File: src/rtl/program_loader.sv
// rtl/program_loader.sv - host-driven RAM loader FSM with four-phase ready/valid handshake
module program_loader #(
    parameter int RAM_BYTES = 16,
    parameter int ADDR_W    = 4
) (
    input  logic              clk,
    input  logic              rst_n,
    input  logic              programming,
    input  logic              host_valid,
    output logic              ready,
    output logic              done_load,
    output logic              busy,
    output logic              read_ui_in,
    output logic              addr_drive,
    output logic [ADDR_W-1:0] addr_out,
    output logic              n_load_addr,
    output logic              n_load_data,
    output logic              n_lr
);

    typedef enum logic [2:0] {
        S_IDLE,
        S_WAIT_VALID,
        S_LD_ADDR,
        S_LD_DATA,
        S_WRITE,
        S_WAIT_RELEASE,
        S_DONE
    } state_t;

    localparam logic [ADDR_W-1:0] LAST_ADDR = ADDR_W'(RAM_BYTES - 1);

    state_t            state_q, state_d;
    logic [ADDR_W-1:0] addr_q, addr_d;
    logic [1:0]        prog_sync_q, valid_sync_q;
    logic              prog_s, valid_s;

    assign prog_s  = prog_sync_q[1];
    assign valid_s = valid_sync_q[1];

    always_ff @(posedge clk or negedge rst_n) begin
        if (!rst_n) begin
            state_q      <= S_IDLE;
            addr_q       <= '0;
            prog_sync_q  <= '0;
            valid_sync_q <= '0;
        end else begin
            state_q      <= state_d;
            addr_q       <= addr_d;
            prog_sync_q  <= {prog_sync_q[0], programming};
            valid_sync_q <= {valid_sync_q[0], host_valid};
        end
    end

    // Aborts let the strobe in flight finish; a byte already latched into MAR data is still written.
    always_comb begin
        state_d = state_q;
        addr_d  = addr_q;
        case (state_q)
            S_IDLE: begin
                if (prog_s) begin
                    state_d = S_WAIT_VALID;
                    addr_d  = '0;
                end
            end
            S_WAIT_VALID: begin
                if (!prog_s) begin
                    state_d = S_IDLE;
                    addr_d  = '0;
                end else if (valid_s) begin
                    state_d = S_LD_ADDR;
                end
            end
            S_LD_ADDR: begin
                if (prog_s) begin
                    state_d = S_LD_DATA;
                end else begin
                    state_d = S_IDLE;
                    addr_d  = '0;
                end
            end
            S_LD_DATA: begin
                state_d = S_WRITE;
            end
            S_WRITE: begin
                if (prog_s) begin
                    state_d = S_WAIT_RELEASE;
                end else begin
                    state_d = S_IDLE;
                    addr_d  = '0;
                end
            end
            S_WAIT_RELEASE: begin
                if (!prog_s) begin
                    state_d = S_IDLE;
                    addr_d  = '0;
                end else if (!valid_s) begin
                    if (addr_q == LAST_ADDR) begin
                        state_d = S_DONE;
                    end else begin
                        state_d = S_WAIT_VALID;
                        addr_d  = addr_q + 1'b1;
                    end
                end
            end
            S_DONE: begin
                if (!prog_s) begin
                    state_d = S_IDLE;
                    addr_d  = '0;
                end
            end
            default: begin
                state_d = S_IDLE;
                addr_d  = '0;
            end
        endcase
    end

    // Outputs decode the registered state only, so reset deasserts every strobe immediately.
    assign ready       = (state_q == S_WAIT_VALID);
    assign done_load   = (state_q == S_DONE);
    assign busy        = (state_q != S_IDLE);
    assign addr_drive  = (state_q == S_LD_ADDR);
    assign read_ui_in  = (state_q == S_LD_DATA);
    assign n_load_addr = (state_q != S_LD_ADDR);
    assign n_load_data = (state_q != S_LD_DATA);
    assign n_lr        = (state_q != S_WRITE);
    assign addr_out    = addr_q;

endmodule
File: config.mk
export PLATFORM = sky130hd
export DESIGN_NAME = program_loader
export DESIGN_NICKNAME = d
export VERILOG_FILES = /design/src/rtl/program_loader.sv
export SDC_FILE = /design/constraint.sdc
export NUM_CORES = 1
export LEC_CHECK = 0
export CAP_MARGIN = 5
export CORE_AREA = 2 2 39 41
export CTS_CLUSTER_SIZE = 20
export DETAILED_ROUTE_END_ITERATION = 8
export DIE_AREA = 0 0 41 43
export GPL_ROUTABILITY_DRIVEN = 0
export PLACE_DENSITY = 0.76
export SETUP_SLACK_MARGIN = 0.05
export SYNTH_ARGS = -nofsm -noshare
export SYNTH_HDL_FRONTEND = slang
export SYNTH_SLANG_ARGS = --single-unit
File: constraint.sdc
create_clock -name clk -period 2.5 [get_ports clk]
set_input_delay 0.5 -clock clk [delete_from_list [all_inputs] [get_ports clk]]
set_output_delay 0.5 -clock clk [all_outputs]
set_load 0.1 [all_outputs]
Word level (Yosys, flattened, before mapping). Index checks and enable logic that the tools add are counted.

Logic and storage cells: 43. Bits of input ports: 4. Output and inout bits: 12. Flip-flop bits (word level): 11.

Equality and inequality tests: 16. $add $sub $neg: 1. Bitwise operators: 1. Muxes and demuxes: 16. Reduce and logical (&&, ||, !) cells: 5.

Operators with widths (number): $mux 3 (8); $pmux 3 s7 (1); $mux 4 (5); $pmux 4 s4 (1); $eq 3x3->1 const B (3); $ne 3x2->1 const B (3); $ne 3x3->1 const B (3); $eq 3x2->1 const B (2); $ne 2x2->1 const B (3); $reduce_and 5->1 (1); $add 4x1->4 const B (1); $eq 4x4->1 const B (1); $reduce_and 4->1 (1); $reduce_or 4->1 (1); $eq 3x1->1 const B (1); $logic_not 3->1 (1); $reduce_bool 3->1 (1); $mux 2 (1); $not 1->1 (1).

Logic depth before layout (Yosys ltp). Gate-level depths: netlist of the first run.

Depth after elaboration: 5. Gate-level depth with buffers: 5.

Least setup slack after synthesis of the first run. OpenSTA, ideal clock, no wires.

Path type: reg2out. Start: reg state_q[1]. End: out ready. Buffers on the path: 1. Path slack: -0.676 ns. Stages on the path, launching flop included: 3. Arrival: 2.676 ns. Required time: 2.000 ns. Path through: dfrtp_1 > clkbuf_1 > nor3_1.

Longest elaborated chain between the ends: 1.

Ends and longest elaborated chain: start: declaration (RTL line 33) `state_t state_q, state_d;`; start signal: assignment (RTL line 48) `state_q <= state_d;`; $eq 3x1->1 (RTL line 120) `assign ready = (state_q == S_WAIT_VALID);`; end: declaration (RTL line 10) `output logic ready,`.

No other way between the ends.

Final worst setup path of the first run.
Start: reg state_q[1]. End: out done_load.

Longest elaborated chain between the ends: 1.

Ends and longest elaborated chain: $eq 3x3->1 (RTL line 121) `assign done_load = (state_q == S_DONE);`; end: declaration (RTL line 11) `output logic done_load,`.

No other way between the ends.

==> run_results.csv, run 1 <==
group,metric,value,unit
critical_path,r2r_start,"addr_out[0]",
placement,dp.final_hpwl,828,um
pwr,power_density,555,nW/um^2
pwr,leakage,0.366,nW
timing,setup_tns,0,ns
pwr,finalPower,0.000438,W
yosys,synth.ff_latch_count,11,
outcome,status,"complete, no violations",
yosys,synthCells,62,
yosys,async_flop_share,1.00,
timing,rsz0062_at_grt,"no",
die,start_util,0.442,
drt,viasPerCell,5.45,
timing,fin_crit,1.96,ns
timing,max_freq,0.510,GHz
global_routing,gr-max-usage-layer,"met2",
yosys,netlist_top_cells_area,"dfrtp_1 (45%), nor2b_1 (4.1%), o21ai_0 (3.3%)",
placement,port_buffers,15,
timing,max_slew_margin,0.688,
clocking,holdBufCountCts,0,
hold_path,hold_depth,0,
pwr,vdd_drop_max,371,uV
global_routing,gr-usage-met2,0.247,
yosys,synth-edff-count,0,
yosys,synth.cell_area,612,um^2
drt,postRouteAntennaNets,0,
clocking,ctsResizeCount,0,
clocking,cts_num_sinks,11,
final_layout,multi_input_area,303,um^2
yosys,netlist.area_leader.share,0.450,
hold_path,min_path_type,"reg -> reg",
yosys,synthDistinctLibCells,32,
drt,routedWlPerCell,11.9,um
yosys,synth_area_per_cell,9.87,um^2
drt,wirelength,1110,um
yosys,synth_nets,67,
timing,finalSetupViolCount,0,
clocking,tritoncts,"done",
clocking,cts_inserted_buffers,3,
critical_path,crit_required,2.00,ns
critical_path,critPathLaunchType,"flip-flop",
critical_path,rrSetupSlack,0.84,ns
timing,fin_crit_sh,0.785,
critical_path,crit_fanout,14,
yosys,ys_seq_area_frac,0.450,
global_routing,grt_usage,0.155,
clocking,clock_latency,0.26,ns
final_layout,antenna_cells,0,
critical_path,worst_r2r_path_depth,5,
drt,drt_first_iter_violations,2,
timing,skew,0.0111,ns
critical_path,arrival,1.46,ns
critical_path,critical_path_class,"reg -> out",
clocking,cts_root_buf,"clkbuf_4",
clocking,clk_path_buf_depth,2,
critical_path,startpoint,"state_q[1]",
die,die_h,43,um
die,top_level_ports,16,
die,die_area,1760,um^2
global_routing,grt_max_degree,15,
global_routing,grt_pass1_wl,1870,um
clocking,htree_levels,1,
die,core_area,1380,um^2
global_routing,met3_usage,0.0209,
global_routing,overflow,0,
clocking,postCtsSetupBuffers,0,
timing,tightest_slew,0.466,ns
final_layout,final_nets,83,
final_layout,drive_above_1_share,0.299,
timing,slew_viol_final,0,
timing,worst_hold_slack,0.351,ns
global_routing,use_met1,0.183,
timing,hold_viol,0,
global_routing,grt_pass1_vias,478,
drt,dr.pass1.iters,4,
critical_path,end_kind,"primary output",
die,die_width,41,um
final_layout,regArea,275,um^2
clocking,path_clk_slew,0.06,ns
yosys,yosys.area.top_type,"dfrtp_1",
final_layout,area_delta_synth_final,28.8,%
final_layout,n_fill_cell,127,
yosys,yosys_warnings,0,
critical_path,r2r_end,"addr_out[2]",
flow_run,drv_cap,0,
drt,vias,507,
die,num_rows,14,
global_routing,antenna_found_initial,0,
yosys,synthFlopType,"dfrtp_1",
drt,drc,0,
critical_path,cp-endpoint,"done_load",
==> final cells by class <==
type / instances / share of cell area
tap: 16 / 0.0254
multi-input combinational: 44 / 0.384
clock buffer: 4 / 0.0333
inverter: 3 / 0.0238
sequential: 11 / 0.349
timing repair buffer: 15 / 0.184
==> sequential cells by signal (all words and copies together) (netlist names) <==
| signal | flops |
|---|---|
| addr_out | 4 |
| state_q | 3 |
| prog_sync_q | 2 |
| valid_sync_q | 2 |
==> power breakdown <==
group	total, W	internal [W]	switching [W]
combinational	0.000122	0.0000340	0.0000876
sequential	0.000201	0.000185	0.0000156
clock	0.000115	0.0000615	0.0000539
total	0.000438	0.000280	0.000157
==> cells by family (layout without fill, tap and decap cells) <==
| group | Yosys count | after routing | synth area share |
|---|---|---|---|
| muxes | 1 | 1 | 0.0184 |
| AOI/OAI and AO/OA | 15 | 15 | 0.178 |
| adders and majority gates | 1 | 1 | 0.0204 |
| and+or+nand+nor | 27 | 27 | 0.266 |
| buffers and inverters | 7 | 22 | 0.0675 |
| DFF | 11 | 11 | 0.450 |
==> synthesized netlist by cell type (all sizes together), types with 2 or more instances <==
cell and number:
nor3 3, nor2b 4, nor3b 2, nor2 3, nand3b 2, o21ai 4
a21oi 4, and3 2, inv 3, nand2 3, dfrtp 11, buf 3
==> metrics by stage <==
| stage | std cells | instance area [um^2] | utilization | setup WS (ns) |
|---|---|---|---|---|
| after floorplan | 62 | 627 | - | -0.0981 |
| after global placement | 89 | 762 | 0.551 | 0.860 |
| after detailed placement | 89 | 762 | 0.551 | 0.824 |
| after CTS | 93 | 788 | 0.570 | 0.533 |
| after global routing | 93 | 788 | 0.570 | 0.423 |
| final | 93 | 788 | 0.570 | 0.538 |
==> critical path: stages, from the launching register on <==
cell     delay [ns]
dfrtp_1        0.60
nor2b_1        0.23
and2_1         0.19
buf_12         0.18
==> layer usage <==
| metal | vias up | wire [um] |
|---|---|---|
| met5 | - | 0 |
| met1 | 239 | 474 |
| met3 | 4 | 60 |
| met4 | 0 | 22 |
| li1 | 248 | - |
| met2 | 16 | 549 |
==> worst min-delay path by stage <==
stage                          startpoint              end  slack, ns
after global routing      valid_sync_q[0]  valid_sync_q[1]       0.37
after detailed placement  valid_sync_q[0]  valid_sync_q[1]       0.34
after global placement    valid_sync_q[0]  valid_sync_q[1]       0.33
after CTS                 valid_sync_q[0]  valid_sync_q[1]       0.35
after floorplan                     rst_n      addr_out[0]       0.20
final                     valid_sync_q[0]  valid_sync_q[1]       0.35
==> cell usage in the layout (no fill, tap or decap), drive strengths merged <==
cell type,n
buf,12
dfrtp,11
nor2b,4
o21ai,4
a21oi,4
clkbuf,4
nor2,3
clkdlybuf4s50,3
nand2,3
nor3,3
clkinvlp,2
nand3b,2
and3,2
nor3b,2
inv,1
or3,1
and2,1
or2b,1
or3b,1
nand2b,1
a221oi,1
nand4b,1
and3b,1
a211o,1
a22o,1
mux2,1
nand3,1
o2bb2ai,1
a21o,1
a31o,1
o21a,1
ha,1
Note: power is estimated with default switching activity, not from simulation.
==> run 2: changes to the inputs <==
CORE_AREA = default   (was 2 2 39 41)
CORE_UTILIZATION = 41   (was default)
DIE_AREA = default   (was 0 0 41 43)
PLACE_DENSITY = 0.72   (was 0.76)
clock period = 1.8 ns   (was 2.5 ns; I/O delays follow)
==> run 2 against run 1 <==
Effect of this change: via count grew 11%; first-iteration DRC count increased to 7.0 times the previous value; final cell count rose by 9.7%; critical path type unchanged; cell area grew 33%; sequential cell count unchanged.
==> run_results.csv, run 2 (synthesis results as in run 1) <==
group,metric,value,unit
die,top_level_ports,16,
drt,dr.pass1.iters,4,
critical_path,cp-endpoint,"read_ui_in",
timing,setup_tns,0,ns
clocking,clock_latency,0.26,ns
critical_path,r2r_start,"addr_out[0]",
final_layout,antenna_cells,0,
die,num_rows,13,
critical_path,slowest_delay,0.43,ns
placement,port_buffers,15,
critical_path,end_kind,"primary output",
final_layout,final_common_cell,"buf_12",
clocking,htree_levels,1,
final_layout,final_nets,93,
final_layout,drive_above_1_share,0.506,
final_layout,postLayoutCoreUtil,0.774,
final_layout,n_fill_cell,86,
hold_path,hold_depth,0,
global_routing,grt_pass1_wl,1990,um
die,die_h,40.6,um
die,die_width,40.6,um
critical_path,crit_required,1.44,ns
timing,hold_viol,0,
hold_path,min_path_type,"reg -> reg",
critical_path,arrival,1.34,ns
timing,slew_viol_final,0,
critical_path,worst_r2r_path_depth,5,
clocking,clk_path_buf_depth,2,
critical_path,crit_fanout,4,
final_layout,largest_reg_flops,4,
die,core_area,1350,um^2
global_routing,overflow,0,
clocking,path_clk_slew,0.07,ns
final_layout,final_cell_mix,"buf_12 (12), buf_4 (10), dfrtp_2 (5)",
clocking,tritoncts,"done",
timing,fin_crit_sh,0.947,
drt,wirelength,1350,um
pwr,power_density,662,nW/um^2
drt,viasPerCell,5.52,
hold_path,hp-start,"prog_sync_q[0]",
pwr,leakage,0.462,nW
global_routing,grt_usage,0.188,
clocking,holdBufCountCts,0,
timing,max_freq,0.587,GHz
global_routing,antenna_found_initial,0,
timing,tightest_slew,0.477,ns
drt,vias,563,
pwr,vdd_drop_max,562,uV
timing,fin_crit,1.70,ns
die,die_area,1650,um^2
timing,max_slew_margin,0.681,
critical_path,critical_path_class,"reg -> out",
critical_path,rrSetupSlack,0.14,ns
critical_path,r2r_end,"addr_out[2]",
global_routing,grt_max_degree,12,
clocking,cts_inserted_buffers,3,
critical_path,worstPathCellList,"buf_4, nor2b_4, nand2_8, clkinvlp_4, buf_12",
timing,skew,0.00193,ns
die,start_util,0.453,
flow_run,drv_cap,0,
timing,finalSetupViolCount,0,
global_routing,grt_pass1_vias,486,
critical_path,startpoint,"state_q[2]",
clocking,cts_root_buf,"clkbuf_4",
drt,drt_first_iter_violations,14,
critical_path,crit_path_top_delay_cell,"dfrtp_2",
critical_path,critPathLaunchType,"flip-flop",
drt,routedWlPerCell,13.2,um
placement,dp.final_hpwl,917,um
final_layout,area_delta_synth_final,70.8,%
drt,drc,0,
outcome,status,"complete, no violations",
timing,rsz0062_at_grt,"no",
clocking,cts_num_sinks,11,
drt,postRouteAntennaNets,0,
## run 2: cell types whose count changed in the layout (fill, tap and decap cells not counted), moves of 2 or more
| cell | change |
|---|---|
| dfrtp_1 | -7 |
| buf_12 | +10 |
| dfrtp_2 | +5 |
| dfrtp_4 | +2 |
## run 2: stage by stage
step / std cells / setup slack (ns) / instance area (um^2) / hold slack [ns] / power, W
after CTS: 98 / 0.0504 / 1010 / 0.363 / 0.000684
final: 102 / 0.0956 / 1040 / 0.360 / 0.000692
after floorplan: 62 / 0.0325 / 689 / 0.0644 / 0.000441
after global placement: 91 / 0.184 / 957 / 0.343 / 0.000509
after global routing: 102 / 0.0281 / 1040 / 0.377 / 0.000723
after detailed placement: 91 / 0.146 / 957 / 0.336 / 0.000511
## run 2: area by class of cell
cell class                 instances  area (um^2)  area share
clock buffer                       4         26.3      0.0251
timing repair buffer              25          345       0.331
inverter                           3         18.8      0.0180
tap                               15         18.8      0.0180
multi-input combinational         44          347       0.332
sequential                        11          289       0.277
## run 2: how the worst min path moves through the flow
stage | slack [ns] | to
after global routing | 0.38 | prog_sync_q[1]
final | 0.36 | prog_sync_q[1]
after CTS | 0.36 | prog_sync_q[1]
after detailed placement | 0.34 | valid_sync_q[1]
after floorplan | 0.06 | addr_out[2]
after global placement | 0.34 | valid_sync_q[1]
## run 2: routing by layer
metal / GRT usage / vias up / part of all wire
li1: - / 273 / -
met1: 0.268 / 261 / 0.43
met2: 0.270 / 23 / 0.50
met3: 0.0163 / 6 / 0.050
met4: 0.125 / 0 / 0.016
met5: 0 / - / 0
## run 2: critical path, delay by kind of cell, from the launching register on
| family | cells | cell delay [ns] |
|---|---|---|
| DFF | 1 | 0.43 |
| buffers and inverters | 3 | 0.41 |
| and+or+nand+nor | 2 | 0.24 |
## run 2: power breakdown
group	internal, W	switching (W)	total, W
sequential	0.000258	0.0000154	0.000274
combinational	0.000100	0.000153	0.000253
clock	0.0000857	0.0000796	0.000165
## run 2: what timing repair did
| action | CTS | global route |
|---|---|---|
| setup buffers | 3 | 4 |
| setup endpoints to repair | 6 | 6 |
| resized for setup | 2 | 2 |
